--- src/rtl/scan_word_fifo_if.sv ---
// Handshake and status bundle between a scan word FIFO and its producer/consumer.
// The master side drives requests and write data. The slave side (the FIFO) drives
// read data, level and the flags.
interface scan_word_fifo_if #(
    parameter int DATA_WIDTH = 32,
    parameter int ADDR_WIDTH = 4
);
    logic                  clear;
    logic                  wr_en;
    logic [DATA_WIDTH-1:0] data_in;
    logic                  rd_en;
    logic [DATA_WIDTH-1:0] data_out;
    logic                  empty;
    logic                  full;
    logic                  almost_full;
    logic [ADDR_WIDTH:0]   level;
    logic                  overflow;
    logic                  underflow;

    modport master (
        output clear, wr_en, data_in, rd_en,
        input  data_out, empty, full, almost_full, level, overflow, underflow
    );

    modport slave (
        input  clear, wr_en, data_in, rd_en,
        output data_out, empty, full, almost_full, level, overflow, underflow
    );
endinterface

--- src/rtl/scan_word_fifo.sv ---
// Single-clock word FIFO feeding the scan chain engine and collecting its results.
// Occupancy is tracked with a dedicated level counter, so the pointers can wrap freely.
// Read data is registered, with a latency of one cycle. Overflow and underflow are
// sticky debug flags.
module scan_word_fifo #(
    parameter int DATA_WIDTH = 32,
    parameter int ADDR_WIDTH = 4,
    parameter int AF_MARGIN  = 2
) (
    input  logic               aclk,
    input  logic               areset,
    scan_word_fifo_if.slave    fifo_if
);
    localparam int                  DEPTH    = 1 << ADDR_WIDTH;
    localparam logic [ADDR_WIDTH:0] LVL_FULL = (ADDR_WIDTH+1)'(DEPTH);
    localparam logic [ADDR_WIDTH:0] LVL_AF   = (ADDR_WIDTH+1)'(DEPTH - AF_MARGIN);

    logic [DATA_WIDTH-1:0] mem [DEPTH];

    logic [ADDR_WIDTH-1:0] wptr_q, wptr_d;
    logic [ADDR_WIDTH-1:0] rptr_q, rptr_d;
    logic [ADDR_WIDTH:0]   level_q, level_d;
    logic [DATA_WIDTH-1:0] dout_q, dout_d;
    logic                  ovf_q, ovf_d;
    logic                  unf_q, unf_d;

    logic empty_w, full_w, wr_acc, rd_acc;

    // The flags are decoded from the registered level. This way a same-cycle read
    // cannot make room for a write at full, and a same-cycle write cannot feed a
    // read at empty.
    assign empty_w = (level_q == '0);
    assign full_w  = (level_q == LVL_FULL);
    assign wr_acc  = fifo_if.wr_en && !full_w;
    assign rd_acc  = fifo_if.rd_en && !empty_w;

    // Next-state logic. A clear flushes the FIFO and swallows same-cycle requests
    // without flagging them.
    always_comb begin
        wptr_d  = wptr_q;
        rptr_d  = rptr_q;
        level_d = level_q;
        dout_d  = dout_q;
        ovf_d   = ovf_q;
        unf_d   = unf_q;
        if (fifo_if.clear) begin
            wptr_d  = '0;
            rptr_d  = '0;
            level_d = '0;
            ovf_d   = 1'b0;
            unf_d   = 1'b0;
        end else begin
            if (wr_acc) wptr_d = wptr_q + 1'b1;
            if (rd_acc) begin
                rptr_d = rptr_q + 1'b1;
                dout_d = mem[rptr_q];
            end
            case ({wr_acc, rd_acc})
                2'b10:   level_d = level_q + 1'b1;
                2'b01:   level_d = level_q - 1'b1;
                default: level_d = level_q;
            endcase
            if (fifo_if.wr_en && full_w)  ovf_d = 1'b1;
            if (fifo_if.rd_en && empty_w) unf_d = 1'b1;
        end
    end

    // Control and read-data registers. Reset also discards a read that is in flight.
    always_ff @(posedge aclk) begin
        if (areset) begin
            wptr_q  <= '0;
            rptr_q  <= '0;
            level_q <= '0;
            dout_q  <= '0;
            ovf_q   <= 1'b0;
            unf_q   <= 1'b0;
        end else begin
            wptr_q  <= wptr_d;
            rptr_q  <= rptr_d;
            level_q <= level_d;
            dout_q  <= dout_d;
            ovf_q   <= ovf_d;
            unf_q   <= unf_d;
        end
    end

    // Storage array. It has no reset, so its contents are undefined until written.
    always_ff @(posedge aclk) begin
        if (!areset && !fifo_if.clear && wr_acc)
            mem[wptr_q] <= fifo_if.data_in;
    end

    assign fifo_if.data_out    = dout_q;
    assign fifo_if.empty       = empty_w;
    assign fifo_if.full        = full_w;
    assign fifo_if.almost_full = (level_q >= LVL_AF);
    assign fifo_if.level       = level_q;
    assign fifo_if.overflow    = ovf_q;
    assign fifo_if.underflow   = unf_q;
endmodule
--- src/flat_wrapper.sv ---
// flat-port wrapper written by rule: the top's interface ports become plain ports
module scan_word_fifo_flat 
#(
    parameter int DATA_WIDTH = 32,
    parameter int ADDR_WIDTH = 4,
    parameter int AF_MARGIN  = 2
)
  (aclk, areset, fifo_if_clear, fifo_if_wr_en, fifo_if_data_in, fifo_if_rd_en, fifo_if_data_out, fifo_if_empty, fifo_if_full, fifo_if_almost_full, fifo_if_level, fifo_if_overflow, fifo_if_underflow);
  scan_word_fifo_if #(.DATA_WIDTH(DATA_WIDTH), .ADDR_WIDTH(ADDR_WIDTH)) fifo_if_i ();
  input  logic aclk;
  input  logic areset;
  input wire logic [$bits(fifo_if_i.clear)-1:0] fifo_if_clear;
  input wire logic [$bits(fifo_if_i.wr_en)-1:0] fifo_if_wr_en;
  input wire logic [$bits(fifo_if_i.data_in)-1:0] fifo_if_data_in;
  input wire logic [$bits(fifo_if_i.rd_en)-1:0] fifo_if_rd_en;
  output wire logic [$bits(fifo_if_i.data_out)-1:0] fifo_if_data_out;
  output wire logic [$bits(fifo_if_i.empty)-1:0] fifo_if_empty;
  output wire logic [$bits(fifo_if_i.full)-1:0] fifo_if_full;
  output wire logic [$bits(fifo_if_i.almost_full)-1:0] fifo_if_almost_full;
  output wire logic [$bits(fifo_if_i.level)-1:0] fifo_if_level;
  output wire logic [$bits(fifo_if_i.overflow)-1:0] fifo_if_overflow;
  output wire logic [$bits(fifo_if_i.underflow)-1:0] fifo_if_underflow;
  assign fifo_if_i.clear = fifo_if_clear;
  assign fifo_if_i.wr_en = fifo_if_wr_en;
  assign fifo_if_i.data_in = fifo_if_data_in;
  assign fifo_if_i.rd_en = fifo_if_rd_en;
  assign fifo_if_data_out = fifo_if_i.data_out;
  assign fifo_if_empty = fifo_if_i.empty;
  assign fifo_if_full = fifo_if_i.full;
  assign fifo_if_almost_full = fifo_if_i.almost_full;
  assign fifo_if_level = fifo_if_i.level;
  assign fifo_if_overflow = fifo_if_i.overflow;
  assign fifo_if_underflow = fifo_if_i.underflow;
  scan_word_fifo #(.DATA_WIDTH(DATA_WIDTH), .ADDR_WIDTH(ADDR_WIDTH), .AF_MARGIN(AF_MARGIN)) u_core (.aclk(aclk), .areset(areset), .fifo_if(fifo_if_i));
endmodule
--- config.mk ---
export PLATFORM = sky130hd
export DESIGN_NAME = scan_word_fifo_flat
export DESIGN_NICKNAME = d
export VERILOG_FILES = /design/src/rtl/scan_word_fifo_if.sv /design/src/rtl/scan_word_fifo.sv /design/src/flat_wrapper.sv
export SDC_FILE = /design/constraint.sdc
export NUM_CORES = 1
export LEC_CHECK = 0
export CAP_MARGIN = 20
export CORE_MARGIN = 8
export CORE_UTILIZATION = 60
export CTS_CLUSTER_SIZE = 8
export DETAILED_ROUTE_END_ITERATION = 8
export MAX_ROUTING_LAYER = met4
export PLACE_DENSITY = 0.85
export SLEW_MARGIN = 0
export SYNTH_ARGS = -nofsm -noshare
export SYNTH_HDL_FRONTEND = slang
export SYNTH_SLANG_ARGS = --single-unit
--- constraint.sdc ---
create_clock -name aclk -period 6.01 [get_ports aclk]
set_clock_uncertainty 0.1 [all_clocks]
set_input_delay 0.9015 -clock aclk [delete_from_list [all_inputs] [get_ports aclk]]
set_output_delay 0.9015 -clock aclk [all_outputs]
set_load 0.02 [all_outputs]
**Word level (Yosys, flattened, before mapping)**

Memory sizes are Yosys's and may differ from the RTL's. A register that Yosys moved wholly into a read port is not among the register bits.
Cells that the tools add are included.
Widths: inputs -> output; s select.

- Register bits after elaboration: 15
- Bits in writable memories: 512
- Output and inout bits: 42
- Input port bits: 37
- Memories: 1

Memories:

| memory | words | width | read ports | clocked after memory_dff | write ports | line | text |
|---|---|---|---|---|---|---|---|
| u_core.mem | 16 | 32 | 1 | 1 | 1 | scan_word_fifo.sv:18 | `logic [DATA_WIDTH-1:0] mem [DEPTH];` |

- Bitwise logic cells: 1
- Add/subtract/negate cells: 4
- Equality and inequality tests: 3
- Reduce and logical (&&, ||, !) cells: 14
- $lt $le $gt $ge: 1
- Multiplexer cells: 3

Operator list:

| kind | count |
|---|---|
| $pmux 5 s2 | 1 |
| $add 4x1->4 const B | 2 |
| $logic_and 1x1->1 | 6 |
| $add 5x1->5 const B | 1 |
| $eq 5x5->1 const B | 1 |
| $ge 5x4->1 const B | 1 |
| $logic_not 5->1 | 1 |
| $sub 5x1->5 const B | 1 |
| $logic_not 1->1 | 4 |
| $eq 2x1->1 const B | 1 |
| $eq 2x2->1 const B | 1 |
| $mux 1 | 2 |
| $reduce_and 2->1 | 1 |
| $reduce_bool 2->1 | 1 |
| $reduce_or 2->1 | 1 |
| $not 1->1 | 1 |

**Longest topological paths before layout**

- Word-level depth: 6
- Gate-level depth with buffers: 13
- Gate-level depth less buffers: 10

**Worst setup path after synthesis**

OpenSTA, ideal clock, no wires.

- Path kind: input to register
- Start: input areset
- End: memory u_core.mem[0][0] (enable)
- Setup time: 0.421 ns
- Slack: 2.412 ns
- Stages: 4
- Buffers on the path: 1
- Arrival time: 3.077 ns
- Data required time: 5.489 ns
- Cell sequence: or2_2 clkbuf_1 or3_1 nor2_1

- Word-level cells in the longest chain between the ends: 5

RTL lines:

| what | line | text |
|---|---|---|
| start, declared | flat_wrapper.sv:11 | `input logic areset;` |
| $logic_not 1->1 | scan_word_fifo.sv:89 | `if (!areset && !fifo_if.clear && wr_acc)` |
| $logic_and 1x1->1 (2 in a row) | scan_word_fifo.sv:89 |  |
| $mux 1 | scan_word_fifo.sv:89 |  |
| $mux 1 (implied by the code) | scan_word_fifo.sv:90 | `mem[wptr_q] <= fifo_if.data_in;` |
| end, declared | scan_word_fifo.sv:18 |  |

No other way between the ends.

**Worst setup path after layout**

- Start: input fifo_if_wr_en
- End: register u_core.level_q[4], in the netlist u_core.fifo_if.level[4]

- Word-level cells in the longest chain between the ends: 3
- Elaborated cells on any way between the ends: 5
- Those cells by class: eq/ne: 2; mux: 1; reduce/logical: 2

RTL lines:

| what | line | text |
|---|---|---|
| start, declared | flat_wrapper.sv:13 | `input wire logic [$bits(fifo_if_i.wr_en)-1:0] fifo_if_wr_en;` |
| $logic_and 1x1->1 * | scan_word_fifo.sv:34 | `assign wr_acc = fifo_if.wr_en && !full_w;` |
| $eq 2x1->1 / $eq 2x2->1 (equally long branches) | scan_word_fifo.sv:58 | `case ({wr_acc, rd_acc})` |
| $pmux 5 s2 / $reduce_bool 2->1 (equally long branches) | n/a |  |
| end signal, assigned | scan_word_fifo.sv:80 | `level_q <= level_d;` |
| end, declared | scan_word_fifo.sv:22 | `logic [ADDR_WIDTH:0] level_q, level_d;` |

Mark *: on every way between the ends. The rest lies on a longest branch, timed or not.
A chain may end at the register's enable or synchronous reset.

==> results.cfg <==
[status]
status = completed

[logic_synthesis]
synthFlopType = edfxtp_1
synth_area_per_cell_um2 = 21.6
async_flop_share_pct = 0
synth_edf_count = 512
yosysWarnings = 0
ys_seq_area_share_pct = 76.6
synth_area_leader_cell = edfxtp_1
syn-cell-area_um2 = 21300
synth_cell_types = 43
synth.net_count = 1031
yosys-top-cells-count = edfxtp_1, mux4_2, nor2_1, dfxtp_1, mux2i_1
synthCells = 986
synthTopCellsByArea = edfxtp_1, mux4_2, dfxtp_1
yosysTopAreaCellShare_pct = 72.2
synth_seq_cells = 559
synth.most_common_cell = edfxtp_1

[detailed_routing]
firstDrtPassIters = 5
num_vias = 10700
drt_iter0_drc = 1256
wire_per_inst_um = 30.5
viasPerCell = 6.55
totalWireLength_um = 50000
drc = 0
drtAntennaViolNets = 0

[cts]
clock_latency_ns = 0.60
cts_resized = 0
cts.reportedPaths.clkPinSlew_ns = 0.05
clock_sinks = 559
cts_root_buf = clkbuf_16
htreeDepth = 3
cts_buffers = 79
max-clock-path-buffers = 3
post_cts_buffers = 0
hold_buffers = 0
tritoncts = yes

[floorplan]
rows = 69
initial_core_util_pct = 60.3
die_area_um2 = 41800
die_h_um = 204
die_width_um = 204
pin_count = 79
core_area_um2 = 35300

[critical_path]
worstPathArrival_ns = 3.97
cp_cell_sequence = clkdlybuf4s50_1 > a21boi_1 > inv_1 > ha_1 > xor2_1 > ha_1 > a21oi_1 > a32oi_1 > a31oi_1 > mux2i_1
worstPathMaxFanout = 9
cp.required_ns = 6.43
endpoint_kind = flip-flop
r2r_cells = 10
slowest_stage = a21boi_1
max_stage_delay_ns = 0.60
crit_top_cell = ha_1
path_class = in -> reg
startpoint_type = input pin

[pwr]
clockPowerShare_pct = 48.0
p_total_uw = 8680
p_leak_uw = 0.00814
p_comb_share_pct = 2.7
ir_drop_mv = 0.241
p_per_area_nw_per_um2 = 342
p_seq_share_pct = 49.3
p_sw_uw = 1790
netSwitchingFraction_pct = 20.7
internal-power_uw = 6890

[sta]
max_freq_mhz = 282
hold_viol = 0
setup_viol = 0
rsz0062_at_grt = false
period_minus_slack_ns = 3.55
timing.final.crit_share_pct = 59.0
drv_slew = 0
finalSetupTns_ns = 0
relSlewSlack_pct = 22.1
worst_pin_slew_ns = 1.17

[global_routing]
grt_overflow = 0
grt_pass1_wl_um = 70500
gr-usage-all-layers_pct = 23.5
gr-usage-met1_pct = 28.6
grt_most_used_layer = met2
use_met3_pct = 5.15
gr-usage-met2_pct = 38.4
grt_antenna_before_repair = 0
grt_max_degree = 55
grt_pass1_vias = 11200

[placed_design]
io_buffers = 78
place.gp.congestion = 0.775
dpl.hpwl_um = 23100

[hold_path]
worstHoldPathCells = 1
hold_path_class = reg -> reg

[layout]
diodes = 0
area_delta_synth_final_pct = 19.0
drive_gt1_share_pct = 24.9
fin_nets = 1159

[flow_run]
timing.max_cap.violations = 0
## cell usage in the layout, fill, tap and decap left out, types with 3 or more instances in the layout
cell type | Yosys | routed
clkdlybuf4s50_1 | 0 | 78
ha_1 | 8 | 8
buf_16 | 0 | 14
clkbuf_1 | 23 | 59
edfxtp_1 | 512 | 512
inv_1 | 6 | 5
buf_12 | 0 | 3
xor2_1 | 7 | 7
nand3_1 | 3 | 3
nor2_1 | 68 | 51
a21oi_1 | 5 | 5
or3_1 | 4 | 4
a221o_1 | 31 | 31
dfxtp_1 | 47 | 45
mux2i_1 | 39 | 39
mux2_2 | 31 | 31
buf_4 | 0 | 6
nor2b_1 | 3 | 3
clkbuf_16 | 0 | 81
nor2_4 | 0 | 17
mux4_2 | 126 | 126
o211ai_1 | 4 | 4
nand2_1 | 10 | 10
## critical path: cells and delay by family
| kind | cells | cell delay, ns |
|---|---|---|
| adders and majority gates | 2 | 0.55 |
| muxes | 1 | 0.21 |
| AOI/OAI and AO/OA | 4 | 1.33 |
| xor gates and xnor gates | 1 | 0.19 |
| buffers and inverters | 2 | 0.77 |
## cell families (layout without fill, tap and decap cells)
logic type	after synthesis	count (layout)	share of synthesized area [%]
AO/OA/AOI/OAI	56	56	2.40
buffers and inverters	60	252	1.41
AND/OR/NAND/NOR	98	98	1.98
multiplexers	196	196	16.8
XOR/XNOR	9	9	0.370
adder cells (fa/ha/maj)	8	8	0.470
flip-flops	559	559	76.6
## through the flow
step	utilization, %	hold WS [ns]	worst slack, ns	cells	cell area [um^2]
2_1_floorplan	-	0.428	2.41	986	21300
3_3_place_gp	64.0	0.358	2.18	1478	22600
3_5_place_dp	64.0	0.376	2.09	1478	22600
4_1_cts	70.6	0.387	2.56	1623	24900
5_1_grt	71.8	0.403	2.44	1639	25300
6_report	71.8	0.384	2.46	1639	25300
## flip-flops by register name (all words and copies together) (netlist names)
name	cells
u_core.fifo_if.data_out	32
u_core.fifo_if.level	5
u_core.fifo_if.overflow	1
u_core.fifo_if.underflow	1
u_core.mem	512
u_core.rptr_q	4
u_core.wptr_q	4
## path summary, 6_finish.rpt
path / startpoint / endpoint / slack [ns]
setup / recovery: fifo_if_wr_en / u_core.fifo_if.level[4]$_SDFFE_PP0P_ / 2.46
hold / removal: u_core.fifo_if.data_out[10]$_SDFFE_PP0P_ / u_core.fifo_if.data_out[10]$_SDFFE_PP0P_ / 0.38
hold reg to reg: u_core.fifo_if.data_out[10]$_SDFFE_PP0P_ / u_core.fifo_if.data_out[10]$_SDFFE_PP0P_ / 0.38
setup reg to reg: u_core.fifo_if.level[2]$_SDFFE_PP0P_ / u_core.fifo_if.level[4]$_SDFFE_PP0P_ / 2.69
## power by group through the flow
| stage | clock (uW) | combinational (uW) | sequential [uW] |
|---|---|---|---|
| floorplan | 0 | 106 | 4360 |
| global placement | 0 | 213 | 4350 |
| detailed placement | 0 | 223 | 4350 |
| CTS | 4170 | 229 | 4280 |
| global route | 4360 | 249 | 4280 |
| finish | 4170 | 235 | 4280 |
## per-layer routing
metal / up-vias / share of wire (%)
met5: - / 0
met4: 0 / 2.9
met3: 103 / 7.8
met2: 635 / 53
met1: 5621 / 37
li1: 4380 / -
## layout make-up
type,instances,area (um^2)
sequential,559,16300
timing repair buffer,101,1270
clock buffer,140,2250
fill,1823,9960
inverter,6,23.8
clock inverter,5,81.3
multi-input combinational,367,4820
tap,461,577
Note: power is estimated with default switching activity, not from simulation.
